**src/rtl/square_acc_pipe_pkg.sv**
```systemverilog
// Shared definitions for the pipelined squaring / sum-of-squares unit.
package square_acc_pipe_pkg;

    localparam logic MODE_SQUARE = 1'b0;
    localparam logic MODE_ACC    = 1'b1;

    // Result width: full square plus accumulator guard bits.
    function automatic int unsigned calc_out_w(input int unsigned data_w,
                                               input int unsigned acc_extra);
        return 2 * data_w + acc_extra;
    endfunction

endpackage

```
**src/rtl/square_stage_pipe.sv**
```systemverilog
// Enable-gated multiply pipeline: squares the sample on entry and shifts
// {valid, product, mode, last} through DEPTH register stages.
module square_stage_pipe #(
    parameter int unsigned DATA_W = 8,
    parameter bit          SIGNED = 1'b0,
    parameter int unsigned DEPTH  = 2
) (
    input  logic                  clk,
    input  logic                  rst,
    input  logic                  en_i,
    input  logic                  valid_i,
    input  logic [DATA_W-1:0]     data_i,
    input  logic                  mode_i,
    input  logic                  last_i,
    output logic                  valid_o,
    output logic [2*DATA_W-1:0]   prod_o,
    output logic                  mode_o,
    output logic                  last_o
);

    localparam int unsigned PROD_W = 2 * DATA_W;

    logic [PROD_W-1:0] op_c;
    logic [PROD_W-1:0] prod_c;

    // Sign-extended operand; the low PROD_W bits of its square are exact.
    always_comb begin
        op_c = PROD_W'(data_i);
        if (SIGNED && data_i[DATA_W-1]) begin
            op_c = {{DATA_W{1'b1}}, data_i};
        end
        prod_c = op_c * op_c;
    end

    generate
        if (DEPTH == 0) begin : g_pass
            assign valid_o = valid_i;
            assign prod_o  = prod_c;
            assign mode_o  = mode_i;
            assign last_o  = last_i;
        end else begin : g_pipe
            logic [DEPTH-1:0]             vld_q,  vld_d;
            logic [DEPTH-1:0]             mode_q, mode_d;
            logic [DEPTH-1:0]             last_q, last_d;
            logic [DEPTH-1:0][PROD_W-1:0] prod_q, prod_d;

            always_comb begin
                vld_d  = vld_q;
                mode_d = mode_q;
                last_d = last_q;
                prod_d = prod_q;
                if (en_i) begin
                    vld_d[0]  = valid_i;
                    mode_d[0] = mode_i;
                    last_d[0] = last_i;
                    prod_d[0] = prod_c;
                    for (int i = 1; i < int'(DEPTH); i++) begin
                        vld_d[i]  = vld_q[i-1];
                        mode_d[i] = mode_q[i-1];
                        last_d[i] = last_q[i-1];
                        prod_d[i] = prod_q[i-1];
                    end
                end
            end

            always_ff @(posedge clk) begin
                if (rst) begin
                    vld_q  <= '0;
                    mode_q <= '0;
                    last_q <= '0;
                    prod_q <= '0;
                end else begin
                    vld_q  <= vld_d;
                    mode_q <= mode_d;
                    last_q <= last_d;
                    prod_q <= prod_d;
                end
            end

            assign valid_o = vld_q[DEPTH-1];
            assign prod_o  = prod_q[DEPTH-1];
            assign mode_o  = mode_q[DEPTH-1];
            assign last_o  = last_q[DEPTH-1];
        end
    endgenerate

endmodule

```
**src/rtl/square_acc_pipe.sv**
```systemverilog
// Pipelined squarer with valid/ready handshake and saturating sum-of-squares
// accumulation; the final stage is the output register plus accumulator.
module square_acc_pipe
    import square_acc_pipe_pkg::*;
#(
    parameter int unsigned DATA_W    = 8,
    parameter bit          SIGNED    = 1'b0,
    parameter int unsigned LATENCY   = 3,
    parameter int unsigned ACC_EXTRA = 8,
    parameter int unsigned OUT_W     = calc_out_w(DATA_W, ACC_EXTRA)
) (
    input  logic              clk,
    input  logic              rst,
    input  logic              in_valid_i,
    output logic              in_ready_o,
    input  logic [DATA_W-1:0] data_i,
    input  logic              mode_i,
    input  logic              last_i,
    output logic              out_valid_o,
    input  logic              out_ready_i,
    output logic [OUT_W-1:0]  data_o,
    output logic              sat_o
);

    localparam int unsigned PROD_W = 2 * DATA_W;
    localparam int unsigned SUM_W  = OUT_W + 1;
    localparam int unsigned DEPTH  = LATENCY - 1;

    logic              en_c;
    logic              f_valid;
    logic              f_mode;
    logic              f_last;
    logic [PROD_W-1:0] f_prod;

    logic              out_valid_q, out_valid_d;
    logic [OUT_W-1:0]  data_q,      data_d;
    logic              sat_out_q,   sat_out_d;
    logic [OUT_W-1:0]  acc_q,       acc_d;
    logic              sat_acc_q,   sat_acc_d;

    logic [SUM_W-1:0]  sum_c;
    logic              ovf_c;
    logic [OUT_W-1:0]  clip_c;

    // Whole pipeline advances together; the input side sees the same enable.
    assign en_c       = ~out_valid_q | out_ready_i;
    assign in_ready_o = en_c;

    square_stage_pipe #(
        .DATA_W (DATA_W),
        .SIGNED (SIGNED),
        .DEPTH  (DEPTH)
    ) u_stages (
        .clk     (clk),
        .rst     (rst),
        .en_i    (en_c),
        .valid_i (in_valid_i),
        .data_i  (data_i),
        .mode_i  (mode_i),
        .last_i  (last_i),
        .valid_o (f_valid),
        .prod_o  (f_prod),
        .mode_o  (f_mode),
        .last_o  (f_last)
    );

    always_comb begin
        out_valid_d = out_valid_q;
        data_d      = data_q;
        sat_out_d   = sat_out_q;
        acc_d       = acc_q;
        sat_acc_d   = sat_acc_q;

        sum_c  = SUM_W'(acc_q) + SUM_W'(f_prod);
        ovf_c  = sum_c[SUM_W-1];
        clip_c = ovf_c ? '1 : sum_c[OUT_W-1:0];

        if (en_c) begin
            out_valid_d = 1'b0;
            if (f_valid) begin
                if (f_mode == MODE_SQUARE) begin
                    out_valid_d = 1'b1;
                    data_d      = OUT_W'(f_prod);
                    sat_out_d   = 1'b0;
                end else if (f_last) begin
                    // Close the frame: emit the total and restart from zero.
                    out_valid_d = 1'b1;
                    data_d      = clip_c;
                    sat_out_d   = sat_acc_q | ovf_c;
                    acc_d       = '0;
                    sat_acc_d   = 1'b0;
                end else begin
                    acc_d       = clip_c;
                    sat_acc_d   = sat_acc_q | ovf_c;
                end
            end
        end
    end

    always_ff @(posedge clk) begin
        if (rst) begin
            out_valid_q <= 1'b0;
            data_q      <= '0;
            sat_out_q   <= 1'b0;
            acc_q       <= '0;
            sat_acc_q   <= 1'b0;
        end else begin
            out_valid_q <= out_valid_d;
            data_q      <= data_d;
            sat_out_q   <= sat_out_d;
            acc_q       <= acc_d;
            sat_acc_q   <= sat_acc_d;
        end
    end

    assign out_valid_o = out_valid_q;
    assign data_o      = data_q;
    assign sat_o       = sat_out_q;

endmodule

```
**config.mk**
```make
export PLATFORM = sky130hd
export DESIGN_NAME = square_acc_pipe
export DESIGN_NICKNAME = d
export VERILOG_FILES = /design/src/rtl/square_acc_pipe_pkg.sv /design/src/rtl/square_stage_pipe.sv /design/src/rtl/square_acc_pipe.sv
export SDC_FILE = /design/constraint.sdc
export NUM_CORES = 1
export LEC_CHECK = 0
export CORE_ASPECT_RATIO = 1.2
export CORE_MARGIN = 2
export CORE_UTILIZATION = 67
export CTS_BUF_LIST = sky130_fd_sc_hd__clkbuf_4 sky130_fd_sc_hd__clkbuf_8
export CTS_CLUSTER_SIZE = 10
export DETAILED_ROUTE_END_ITERATION = 12
export PLACE_DENSITY_LB_ADDON = 0.08
export SLEW_MARGIN = 30
export SYNTH_ARGS = -nofsm -noshare
export SYNTH_HDL_FRONTEND = slang
export SYNTH_SLANG_ARGS = --single-unit
```
**constraint.sdc**
```tcl
create_clock -name clk -period 10.25 [get_ports clk]
set_clock_uncertainty 0.1 [all_clocks]
set_input_delay 1.5375 -clock clk [delete_from_list [all_inputs] [get_ports clk]]
set_output_delay 1.5375 -clock clk [all_outputs]
set_load 0.05 [all_outputs]
```
==> results.json <==
{
  "grt_pass1_wl_um": 23800,
  "setup_viol": 0,
  "dp.final_hpwl_um": 10900,
  "ios": 41,
  "cp_max_fo": 8,
  "ir_drop_v": 0.000113,
  "endpoint_kind": "flip-flop",
  "start_util": 0.698,
  "dr.pass1.iters": 5,
  "crit_arrival_ps": 6090,
  "antenna_left": 0,
  "rsz0062_at_grt": "false",
  "synthFlopType": "dfxtp_1",
  "htreeDepth": 3,
  "drv_slew": 0,
  "final_nets": 842,
  "muxShareOfSynthArea": 0.00662,
  "status": "finished clean",
  "clockRootBuffer": "clkbuf_8",
  "min_period_over_period": 0.581,
  "gr-total-overflow": 0,
  "tightest_slew_ps": 1070,
  "syn_nets": 822,
  "final-hold-violation-count": 0,
  "p_total_mw": 0.987,
  "grt_max_degree": 81,
  "grt_pass1_vias": 5141,
  "power_leakage_nw": 2.77,
  "fin_util": 0.766,
  "cts_sinks": 87,
  "wl_met1_um": 6040,
  "clk_pin_slew_worst_paths_ps": 90,
  "drive_gt1_frac": 0.0774,
  "area_growth_pct": 9.62,
  "die_h_um": 108,
  "cap_violations": 0,
  "drtIter0Drc": 348,
  "holdWs_ps": 357,
  "grtUsageTotal": 0.304,
  "layoutNonFillerInstCount": 879,
  "dr_wl_met3_um": 794,
  "cp-start-kind": "primary input",
  "synth-simple-area-share": 0.208,
  "antenna_cells_inserted": 0,
  "vias": 5347,
  "yosysWarnings": 0,
  "placed_cells": 863,
  "ctsHoldBuffers": 0,
  "post_cts_buffers": 0,
  "cts_buffers": 9,
  "synthAdderAreaFrac": 0.178,
  "ys_types": 73,
  "synth_compound_area_frac": 0.214,
  "p_per_area_nw_per_um2": 149,
  "cts_tree": "yes",
  "synth-xor-area-share": 0.0406,
  "fill_cells": 684,
  "setup_slack_ps": 4290,
  "die-area_sq_um": 9800,
  "gp_congestion": 0.966,
  "period_minus_slack_ps": 5960,
  "critPathKind": "primary input to flip-flop",
  "core_sq_um": 8660,
  "min_path_type": "flip-flop to flip-flop",
  "async_reset_ff_frac": 0,
  "highest_layer": "met4",
  "cts_resized": 0,
  "viasPerCell": 6.08,
  "synth_cells": 737,
  "dp_worst_setup_slack_ps": 3900,
  "synth_top_family_by_area": "compound AO/OA/AOI/OAI gates",
  "synth_seq_cells": 87,
  "die_w_um": 90.7,
  "drc": 0,
  "synthesis.area_sq_um": 6050,
  "synth-seq-area-share": 0.288,
  "postLayoutCellArea_sq_um": 6630,
  "wirelength_um": 14700,
  "max_freq_ghz": 0.168,
  "clock_path_buffers": 2,
  "relSlewSlack": 0.285,
  "io_buffers": 40,
  "dpl-instance-area_sq_um": 6450,
  "avgRoutedWirePerCell_um": 16.7,
  "syn_area_per_cell_sq_um": 8.20,
  "worst_ep_required_time_ps": 10380,
  "synth_edf_count": 0,
  "met2_length_um": 7490,
  "clkLatencyLatePin_ps": 380,
  "antenna_found_initial": 0,
  "setup_tns_ps": 0,
  "rows": 37
}
synth_stat cells, types with 5 or more instances:
| master | n | area [sq um] |
|---|---|---|
| a21o_1 | 6 | 45.0 |
| a221oi_1 | 6 | 52.6 |
| xnor2_1 | 21 | 184 |
| a31oi_1 | 6 | 37.5 |
| clkbuf_1 | 22 | 82.6 |
| inv_1 | 55 | 206 |
| fa_1 | 25 | 500 |
| o21ai_1 | 6 | 30.0 |
| nand2_1 | 106 | 398 |
| nand3_1 | 13 | 65.1 |
| nor2_1 | 49 | 184 |
| nor2b_1 | 6 | 37.5 |
| a21oi_1 | 80 | 400 |
| o21ai_0 | 31 | 155 |
| xor2_1 | 7 | 61.3 |
| buf_1 | 5 | 18.8 |
| and2_1 | 20 | 125 |
| and3_1 | 9 | 56.3 |
| nor3_1 | 20 | 100 |
| ha_1 | 46 | 576 |
| a211oi_1 | 11 | 82.6 |
| dfxtp_1 | 87 | 1740 |
path summary, 6_finish.rpt:
path,from,slack [ps],cells after the start,end
max,data_i[5],4290,16,u_stages.g_pipe.prod_q[14]$_SDFFE_PP0N_
min,u_stages.g_pipe.mode_q[0]$_SDFFE_PP0N_,360,2,u_stages.g_pipe.mode_q[0]$_SDFFE_PP0N_
max reg2reg,u_stages.g_pipe.mode_q[1]$_SDFFE_PP0N_,7030,7,data_o[8]$_SDFFE_PP0P_
min reg2reg,u_stages.g_pipe.mode_q[0]$_SDFFE_PP0N_,360,2,u_stages.g_pipe.mode_q[0]$_SDFFE_PP0N_
cell type report:
| cell class | instances | area, sq um | share of cell area |
|---|---|---|---|
| Inverter | 55 | 206 | 0.0311 |
| Multi-Input combinational cell | 559 | 3920 | 0.591 |
| Sequential cell | 87 | 1740 | 0.263 |
| Clock buffer | 9 | 124 | 0.0187 |
| Timing Repair Buffer | 45 | 437 | 0.0659 |
| Tap cell | 117 | 146 | 0.0221 |
| Clock inverter | 7 | 55.1 | 0.00831 |
flip-flops by register name, indices dropped and copies added (netlist names), 2 cells and up:
| signal | count |
|---|---|
| acc_q | 24 |
| data_o | 24 |
| u_stages.g_pipe.prod_q | 15 |
| u_stages.prod_o | 15 |
| u_stages.g_pipe.last_q | 2 |
| u_stages.g_pipe.mode_q | 2 |
| u_stages.g_pipe.vld_q | 2 |
where the power goes:
part | total, mW | internal (mW) | switching, mW | leakage [nW]
clock | 0.229 | 0.0915 | 0.137 | 0.0923
combinational | 0.368 | 0.157 | 0.210 | 1.97
sequential | 0.390 | 0.368 | 0.0220 | 0.708
total | 0.987 | 0.617 | 0.370 | 2.77
cell usage in the layout, fill, tap and decap left out, drive strengths merged, types with 20 or more instances in the layout:
cell type	count
clkdlybuf4s50	39
nor2	50
inv	59
nand2	109
ha	46
o21ai	40
dfxtp	87
nor3	23
xnor2	21
a21oi	83
and2	20
fa	25
critical path, cell delays in order:
cell and delay (ps):
clkdlybuf4s50_1 590, inv_1 140, nor2_1 220, fa_1 480, fa_1 550, inv_1 60, fa_1 500, fa_1 540
inv_1 40, ha_1 330, inv_1 70, o31ai_1 310, a211oi_1 160, a211oi_1 310, xnor2_1 150, o31ai_1 70
cell families after synthesis:
kind of cell	count (synthesis)
AO/OA/AOI/OAI	197
buffers and inverters	91
AND/OR/NAND/NOR	259
flip-flops	87
adder cells (fa/ha/maj)	71
multiplexers	4
XOR/XNOR	28
routing by layer:
| layer | vias to the layer above | global-route usage |
|---|---|---|
| li1 | 2582 | - |
| met4 | 0 | 0.121 |
| met3 | 41 | 0.0564 |
| met5 | - | 0 |
| met2 | 179 | 0.538 |
| met1 | 2545 | 0.366 |
Note: power is estimated with default switching activity, not from simulation.
